**src/rtl/des_pkg.sv**
```systemverilog
// Shared types and constants for the iterative DES sequencing controller.
package des_pkg;

  typedef enum logic [1:0] {
    ST_IDLE  = 2'd0,
    ST_ROUND = 2'd1,
    ST_DONE  = 2'd2
  } des_ctrl_state_e;

  localparam int unsigned DES_ROUNDS = 16;

  // Per-round key-half rotate amounts; decrypt undoes encrypt in reverse order.
  localparam byte DES_SHIFT_ENC [0:15] = '{
    8'd1, 8'd1, 8'd2, 8'd2, 8'd2, 8'd2, 8'd2, 8'd2,
    8'd1, 8'd2, 8'd2, 8'd2, 8'd2, 8'd2, 8'd2, 8'd1
  };
  localparam byte DES_SHIFT_DEC [0:15] = '{
    8'd0, 8'd1, 8'd2, 8'd2, 8'd2, 8'd2, 8'd2, 8'd2,
    8'd1, 8'd2, 8'd2, 8'd2, 8'd2, 8'd2, 8'd2, 8'd1
  };

endpackage

```
**src/rtl/des_key_shift_rom.sv**
```systemverilog
// Rotate amount lookup for one DES round, selected by mode.
module des_key_shift_rom
  import des_pkg::*;
(
  input  logic [3:0] round_i,
  input  logic       decrypt_i,
  output logic [1:0] shift_o
);

  always_comb begin
    shift_o = decrypt_i ? 2'(DES_SHIFT_DEC[round_i]) : 2'(DES_SHIFT_ENC[round_i]);
  end

endmodule

```
**src/rtl/des_round_ctrl.sv**
```systemverilog
// Sequencing controller for an iterative DES datapath: load, 16 rounds
// (ROUNDS_PER_CYCLE per clock), then a valid/ready result handshake.
module des_round_ctrl
  import des_pkg::*;
#(
  parameter int unsigned ROUNDS_PER_CYCLE = 1
) (
  input  logic                          clk_i,
  input  logic                          rst_ni,
  input  logic                          in_valid_i,
  output logic                          in_ready_o,
  input  logic                          decrypt_i,
  input  logic                          flush_i,
  output logic                          out_valid_o,
  input  logic                          out_ready_i,
  output logic                          dp_load_o,
  output logic                          dp_round_en_o,
  output logic [3:0]                    dp_round_o,
  output logic [2*ROUNDS_PER_CYCLE-1:0] dp_shift_o,
  output logic                          dp_shift_dir_o,
  output logic                          busy_o
);

  localparam int unsigned NSTEP    = DES_ROUNDS / ROUNDS_PER_CYCLE;
  localparam logic [3:0]  RND_INC  = 4'(ROUNDS_PER_CYCLE);
  localparam logic [3:0]  LAST_RND = 4'((NSTEP - 1) * ROUNDS_PER_CYCLE);

  if (!(ROUNDS_PER_CYCLE == 1 || ROUNDS_PER_CYCLE == 2 || ROUNDS_PER_CYCLE == 4)) begin : g_bad_rpc
    $error("des_round_ctrl: ROUNDS_PER_CYCLE must be 1, 2 or 4");
  end

  des_ctrl_state_e state_q, state_d;
  logic [3:0]      cnt_q, cnt_d;
  logic            mode_q, mode_d;
  logic            accept;
  logic            in_round;

  always_ff @(posedge clk_i or negedge rst_ni) begin
    if (!rst_ni) begin
      state_q <= ST_IDLE;
      cnt_q   <= 4'd0;
      mode_q  <= 1'b0;
    end else begin
      state_q <= state_d;
      cnt_q   <= cnt_d;
      mode_q  <= mode_d;
    end
  end

  // Next-state and handshake decode; flush overrides everything.
  always_comb begin
    state_d        = state_q;
    cnt_d          = cnt_q;
    mode_d         = mode_q;
    in_ready_o     = 1'b0;
    out_valid_o    = 1'b0;
    dp_round_en_o  = 1'b0;
    dp_round_o     = 4'd0;
    in_round       = 1'b0;
    busy_o         = (state_q != ST_IDLE);
    dp_shift_dir_o = mode_q;

    unique case (state_q)
      ST_IDLE: in_ready_o = 1'b1;
      ST_ROUND: begin
        in_round      = 1'b1;
        dp_round_en_o = 1'b1;
        dp_round_o    = cnt_q;
        if (cnt_q == LAST_RND) begin
          state_d = ST_DONE;
          cnt_d   = 4'd0;
        end else begin
          cnt_d = cnt_q + RND_INC;
        end
      end
      ST_DONE: begin
        out_valid_o = 1'b1;
        in_ready_o  = out_ready_i;
        if (out_ready_i) state_d = ST_IDLE;
      end
      default: state_d = ST_IDLE;
    endcase

    accept    = in_valid_i & in_ready_o & ~flush_i;
    dp_load_o = accept;

    if (flush_i) begin
      state_d = ST_IDLE;
      cnt_d   = 4'd0;
    end else if (accept) begin
      state_d = ST_ROUND;
      cnt_d   = 4'd0;
      mode_d  = decrypt_i;
    end
  end

  // One rotate lookup per unrolled round; slice k serves round cnt_q+k.
  for (genvar k = 0; k < ROUNDS_PER_CYCLE; k++) begin : g_rom
    logic [3:0] rom_idx;
    logic [1:0] rom_shift;

    assign rom_idx = cnt_q + 4'(k);

    des_key_shift_rom u_rom (
      .round_i   (rom_idx),
      .decrypt_i (mode_q),
      .shift_o   (rom_shift)
    );

    assign dp_shift_o[2*k +: 2] = in_round ? rom_shift : 2'b00;
  end

endmodule

```
**config.mk**
```make
export PLATFORM = sky130hd
export DESIGN_NAME = des_round_ctrl
export DESIGN_NICKNAME = d
export VERILOG_FILES = /design/src/rtl/des_pkg.sv /design/src/rtl/des_key_shift_rom.sv /design/src/rtl/des_round_ctrl.sv
export SDC_FILE = /design/constraint.sdc
export NUM_CORES = 1
export LEC_CHECK = 0
export ABC_AREA = 1
export ABC_CLOCK_PERIOD_IN_PS = 1500
export CAP_MARGIN = 40
export CORE_MARGIN = 2
export CORE_UTILIZATION = 40
export DETAILED_ROUTE_END_ITERATION = 7
export DONT_BUFFER_PORTS = 1
export GPL_ROUTABILITY_DRIVEN = 0
export HOLD_SLACK_MARGIN = 0.05
export PLACE_DENSITY_LB_ADDON = 0.1
export SYNTH_ARGS = -nofsm -noshare
export SYNTH_HDL_FRONTEND = slang
export SYNTH_SLANG_ARGS = --single-unit
```
**constraint.sdc**
```tcl
create_clock -name clk_i -period 1.5 [get_ports clk_i]
set_input_delay 0.3 -clock clk_i [delete_from_list [all_inputs] [get_ports clk_i]]
set_output_delay 0.3 -clock clk_i [all_outputs]
set_load 0.01 [all_outputs]
```
==> impl_metrics.env, run 1 <==
export IMPL_die_width_um=40.9
export IMPL_postPlaceCellArea_um2=579
export IMPL_power_mw=0.510
export IMPL_dr_pass1_iters=4
export IMPL_p_leak_nw=0.347
export IMPL_numCtsBuffers=3
export IMPL_synth_top_cell_area_share_pct=32.1
export IMPL_violations="setup timing"
export IMPL_drive_gt1_share_pct=36.0
export IMPL_synthesis_nets=87
export IMPL_pwr_share_comb_pct=23.9
export IMPL_cts_tree="done"
export IMPL_rows=13
export IMPL_post_route_util_pct=53.0
export IMPL_clkSinkCount=7
export IMPL_skew_ns=0.00585
export IMPL_design_area_um2=681
export IMPL_clockBufferDepth=2
export IMPL_slew_headroom_pct=77.7
export IMPL_grtUsageTotal_pct=17.3
export IMPL_grt_setup_unrepaired="yes"
export IMPL_insertion_delay_ns=0.25
export IMPL_power_density_nw_per_um2=749
export IMPL_synth_warnings=0
export IMPL_grt_pass1_vias=426
export IMPL_die_height_um=40.9
export IMPL_htreeDepth=1
export IMPL_nets=97
export IMPL_synth_edf_count=0
export IMPL_critPathMaxStageDelay_ns=0.41
export IMPL_worstSetupPathType="flop to output pin"
export IMPL_synth_most_common_cell="nand2_1"
export IMPL_num_antenna_cells=0
export IMPL_synth_top_area_cell="dfrtp_1"
export IMPL_start_util_pct=42.5
export IMPL_power_switching_mw=0.166
export IMPL_ys_types=15
export IMPL_ys_flop_type="dfrtp_1"
export IMPL_min_period_ns=1.59
export IMPL_endpoint_kind="output pin"
export IMPL_hpwl_um=920
export IMPL_pre_cts_slack_ns=0.0453
export IMPL_vias=507
export IMPL_avgSynthCellArea_um2=7.08
export IMPL_intPower_mw=0.344
export IMPL_clkPwrFrac_pct=33.1
export IMPL_async_reset_ff_share_pct=100
export IMPL_root_buffer="clkbuf_4"
export IMPL_core_um2=1280
export IMPL_final_seq_area_um2=176
export IMPL_hold_path_class="input port to flop"
export IMPL_crit_chain="ha_2 -> nand2_2 -> inv_2 -> nor2_2 -> nand2_1 -> a21oi_2"
export IMPL_wl_mm=1.19
export IMPL_crit_required_ns=1.20
export IMPL_finalHoldViolations=0
export IMPL_syn_inst=77
export IMPL_clkTransAtPathRegs_ns=0.05
export IMPL_yosys_top_cells_area="dfrtp_1 32%, nand2_1 16%, ha_1 9.2%"
export IMPL_place_port_buffers=0
export IMPL_syn_area_um2=546
export IMPL_grt_max_degree=9
export IMPL_outcome="complete, but fails checks"
export IMPL_multi_input_area_um2=365
export IMPL_grt_pass1_wl_mm=1.83
export IMPL_switching_share_pct=32.5
export IMPL_drv_slew=0
export IMPL_drc=0
export IMPL_area_growth_pct=24.8
export IMPL_max_freq_mhz=628
export IMPL_place_inst=94
export IMPL_seqPwrFrac_pct=43.0
export IMPL_first_iter_violations=8
export IMPL_fin_crit_sh_pct=106
export IMPL_route_met2_wl_um=581
export IMPL_critical_path_startpoint_type="flop"
export IMPL_ys_seq_area_share_pct=32.1
export IMPL_n_fill_cell=132
export IMPL_synthTopCellsByCount="23 x nand2_1, 7 x dfrtp_1, 7 x inv_1, 7 x nor2_1"
export IMPL_antenna_found_initial=0
export IMPL_slowest_stage="dfrtp_1"
export IMPL_instances_no_fill=101
export IMPL_tightest_slew_ns=0.333
export IMPL_cp_arrival_ns=1.29
export IMPL_via_per_inst=5.02
export IMPL_ir_drop_uv=622
export IMPL_final_setup_worst_slack_ns=-0.0927
export IMPL_wl_met3_um=90
export IMPL_cp_max_fo=4
export IMPL_die_area_um2=1680
export IMPL_io_pins=18
export IMPL_drv_cap=0
export IMPL_ant_nets=0
export IMPL_setup_viol=2
export IMPL_overflow=0
export IMPL_top_layer="met4"
export IMPL_wl_per_cell_um=11.8
export IMPL_yosys_register_bits=7
export IMPL_routedLengthMet1_um=506
==> sequential cells by signal (all words and copies together), names as in the netlist <==
| name | flops |
|---|---|
| cnt_q | 4 |
| state_q | 2 |
| dp_shift_dir_o | 1 |
==> routing by layer <==
layer / track usage [%] / vias up
li1: - / 261
met5: 0 / -
met1: 24.3 / 226
met4: 12.5 / 0
met3: 1.63 / 2
met2: 24.2 / 18
==> power by group through the flow <==
stage / registers, mW / logic (mW) / clock network, mW
floorplan: 0.215 / 0.0837 / 0
global placement: 0.218 / 0.103 / 0
detailed placement: 0.218 / 0.103 / 0
CTS: 0.216 / 0.113 / 0.180
global route: 0.222 / 0.137 / 0.183
finish: 0.219 / 0.122 / 0.169
==> cell usage in the layout, fill, tap and decap left out <==
master	Yosys	final
a21oi_1	2	1
dlygate4sd3_1	0	1
dfrtp_1	7	6
ha_2	0	1
nand3_4	0	1
nand3_1	5	5
nand2_2	5	5
a21oi_2	0	1
inv_2	3	2
o21ai_1	0	1
nand2_8	0	1
o21ai_2	0	1
nand4_1	4	4
nand2_1	23	22
nand2_4	3	3
ha_1	4	3
inv_1	7	6
clkbuf_4	0	3
buf_4	0	4
dfrtp_2	0	1
inv_4	1	2
clkbuf_1	0	1
inv_8	0	1
nor2_1	7	5
nor2_2	3	5
==> cell type report <==
type,instances,share of cell area (%)
clock buffer,4,3.86
sequential,7,25.9
multi-input combinational,59,53.7
tap,15,2.76
timing repair buffer,5,5.88
inverter,11,7.90
==> logic make-up (layout without fill, tap and decap cells) <==
family          count (synthesis)  after routing  share of synthesized area, %
flops                           7              7                          32.1
buf+inv                        11             20                          8.03
simple gates                   51             51                          47.0
compound gates                  4              4                          3.67
fa+ha+maj                       4              4                          9.17
==> final timing paths <==
check | startpoint | depth (start not counted) | slack (ns) | to
max | cnt_q[0] | 6 | -0.09 | dp_shift_o[1]
min | flush_i | 1 | 0.10 | state_q[0]
max reg2reg | cnt_q[0] | 9 | 0.24 | cnt_q[0]
min reg2reg | cnt_q[3] | 2 | 0.59 | cnt_q[3]
max in group asynchronous | rst_ni | 1 | 0.85 | state_q[0]
min in group asynchronous | rst_ni | 1 | 0.38 | cnt_q[3]
==> per-stage QoR <==
stage | hold WS [ns] | setup TNS (ns)
final | 0.102 | -0.170
after global routing | 0.0994 | -0.350
after CTS | 0.0935 | -0.273
after detailed placement | 0.00451 | 0
after global placement | 0.00454 | 0
after floorplan | 0.00441 | 0
==> critical path: cells and delay by family (launching register included) <==
family | cells | cell delay [ns]
compound gates | 1 | 0.18
fa+ha+maj | 1 | 0.21
buf+inv | 1 | 0.04
flops | 1 | 0.41
simple gates | 3 | 0.21
==> timing repair <==
| action | CTS | global route |
|---|---|---|
| hold buffers | 1 | 0 |
| endpoints found under the setup margin | 2 | 4 |
| hold endpoints to repair | 7 | 0 |
| setup buffers | 2 | 0 |
| resized for setup | 6 | 11 |
| pin swaps | 5 | 4 |
| cloned | 0 | 0 |
Note: power is estimated with default switching activity, not from simulation.
==> run 2, diff against run 1 <==
--- a/config.mk
+++ b/config.mk
@@ -14,7 +14,7 @@
 export DONT_BUFFER_PORTS = 1
 export GPL_ROUTABILITY_DRIVEN = 0
 export HOLD_SLACK_MARGIN = 0.05
-export PLACE_DENSITY_LB_ADDON = 0.1
+export PLACE_DENSITY = 0.62
 export SYNTH_ARGS = -nofsm -noshare
 export SYNTH_HDL_FRONTEND = slang
 export SYNTH_SLANG_ARGS = --single-unit
==> run 2 against run 1 <==
The run still ends with setup timing left. Global-route usage is 0.85 points lower. Hold slack about the same. Setup slack got worse by 0.025 ns. Critical path type unchanged. Largest cell class unchanged. Highest routed layer unchanged.
==> impl_metrics.env, run 2 (same netlist as run 1, synthesis figures left out) <==
export IMPL_worstSetupPathType="flop to output pin"
export IMPL_power_density_nw_per_um2=752
export IMPL_seqPwrFrac_pct=42.4
export IMPL_place_port_buffers=0
export IMPL_pwr_share_comb_pct=23.3
export IMPL_htreeDepth=1
export IMPL_dr_pass1_iters=4
export IMPL_num_antenna_cells=0
export IMPL_most_common_layout_cells="23 x nand2_1, 7 x dfrtp_1, 6 x buf_4"
export IMPL_first_iter_violations=6
export IMPL_ant_nets=0
export IMPL_drc=0
export IMPL_p_leak_nw=0.355
export IMPL_antenna_found_initial=0
export IMPL_cts_tree="done"
export IMPL_via_per_inst=5.02
export IMPL_start_util_pct=42.5
export IMPL_clkPwrFrac_pct=34.3
export IMPL_cp_arrival_ns=1.32
export IMPL_clkSinkCount=7
export IMPL_crit_required_ns=1.20
export IMPL_nets=99
export IMPL_max_freq_mhz=618
export IMPL_setup_viol=2
export IMPL_slew_headroom_pct=74.1
export IMPL_skew_ns=0.000316
export IMPL_grt_setup_unrepaired="yes"
export IMPL_violations="setup timing"
export IMPL_grt_pass1_vias=427
export IMPL_drv_cap=0
export IMPL_grtUsageTotal_pct=16.5
export IMPL_core_um2=1280
export IMPL_die_area_um2=1680
export IMPL_clockBufferDepth=2
export IMPL_whs_ns=0.102
export IMPL_critical_path_startpoint_type="flop"
export IMPL_hold_path_class="input port to flop"
export IMPL_wl_per_cell_um=11.3
export IMPL_largest_reg_flops=4
export IMPL_outcome="complete, but fails checks"
export IMPL_die_height_um=40.9
export IMPL_layout_commonest_cell="nand2_1"
export IMPL_hpwl_um=907
export IMPL_tightest_slew_ns=0.384
export IMPL_final_setup_worst_slack_ns=-0.118
export IMPL_io_pins=18
export IMPL_die_width_um=40.9
export IMPL_intPower_mw=0.342
export IMPL_numCtsBuffers=3
export IMPL_area_growth_pct=24.3
export IMPL_largest_register="cnt_q"
export IMPL_pre_cts_slack_ns=0.0524
export IMPL_switching_share_pct=32.8
export IMPL_finalHoldViolations=0
export IMPL_root_buffer="clkbuf_4"
export IMPL_wl_mm=1.17
export IMPL_postPlaceCellArea_um2=579
export IMPL_power_switching_mw=0.167
export IMPL_insertion_delay_ns=0.25
export IMPL_drive_gt1_share_pct=37.5
export IMPL_overflow=0
export IMPL_vias=517
export IMPL_clkTransAtPathRegs_ns=0.05
export IMPL_ir_drop_uv=439
export IMPL_grt_max_degree=9
export IMPL_fin_crit_sh_pct=108
export IMPL_drv_slew=0
export IMPL_min_period_ns=1.62
export IMPL_rows=13
export IMPL_grt_pass1_wl_mm=1.75
export IMPL_cp_max_fo=4
export IMPL_design_area_um2=678
export IMPL_endpoint_kind="output pin"
export IMPL_n_fill_cell=133
run 2: worst max-delay path: stages (launching register included):
cell	delay, ns
dfrtp_1	0.40
ha_2	0.20
nand2_1	0.07
inv_2	0.04
nor2_2	0.11
nand2_1	0.07
a21oi_2	0.17
run 2: repair_timing:
item                                    4_1_cts  5_1_grt
hold endpoints to repair                      7        0
endpoints found under the setup margin        3        4
resized for setup                             5        8
buffers inserted                              2        2
pin swaps                                     4        4
hold buffers                                  1        0
run 2: metal layers:
layer	GRT usage, %	routed length [um]	share of wire, %	vias up
met5	0	0	0	-
met4	12.5	25	2.1	0
met3	1.63	71	6.1	4
met2	26.6	555	48	17
met1	19.9	513	44	232
li1	-	-	-	264
run 2: final cells by class:
cell class | count | area (um^2) | area share, %
Tap cell | 15 | 18.8 | 2.77
Timing Repair Buffer | 7 | 55.1 | 8.12
Sequential cell | 7 | 175 | 25.8
Clock buffer | 4 | 26.3 | 3.87
Inverter | 11 | 48.8 | 7.20
Multi-Input combinational cell | 59 | 354 | 52.2
run 2: metrics by stage:
step / setup TNS (ns) / std cells / power [mW] / util, %
floorplan: 0 / 77 / 0.299 / -
global placement: 0 / 94 / 0.319 / 45.1
detailed placement: 0 / 94 / 0.320 / 45.1
CTS: -0.275 / 101 / 0.507 / 50.1
global route: -0.423 / 103 / 0.539 / 52.8
finish: -0.221 / 103 / 0.510 / 52.8
run 2: power by group through the flow:
stage                     clock network [mW]  logic (mW)  registers, mW
after floorplan                            0      0.0837          0.215
after global placement                     0       0.102          0.217
after detailed placement                   0       0.103          0.217
after CTS                              0.181       0.111          0.215
after global routing                   0.191       0.130          0.218
final                                  0.175       0.119          0.216
run 2: final timing paths:
kind / startpoint / endpoint / slack (ns) / depth (start not counted)
worst min-delay path: flush_i / state_q[0] / 0.10 / 1
worst max-delay path: cnt_q[0] / dp_shift_o[1] / -0.12 / 6
min in group asynchronous: rst_ni / cnt_q[0] / 0.38 / 1
worst min register to register: cnt_q[3] / cnt_q[3] / 0.58 / 2
worst max register to register: cnt_q[0] / cnt_q[0] / 0.13 / 10
max in group asynchronous: rst_ni / state_q[1] / 0.88 / 1
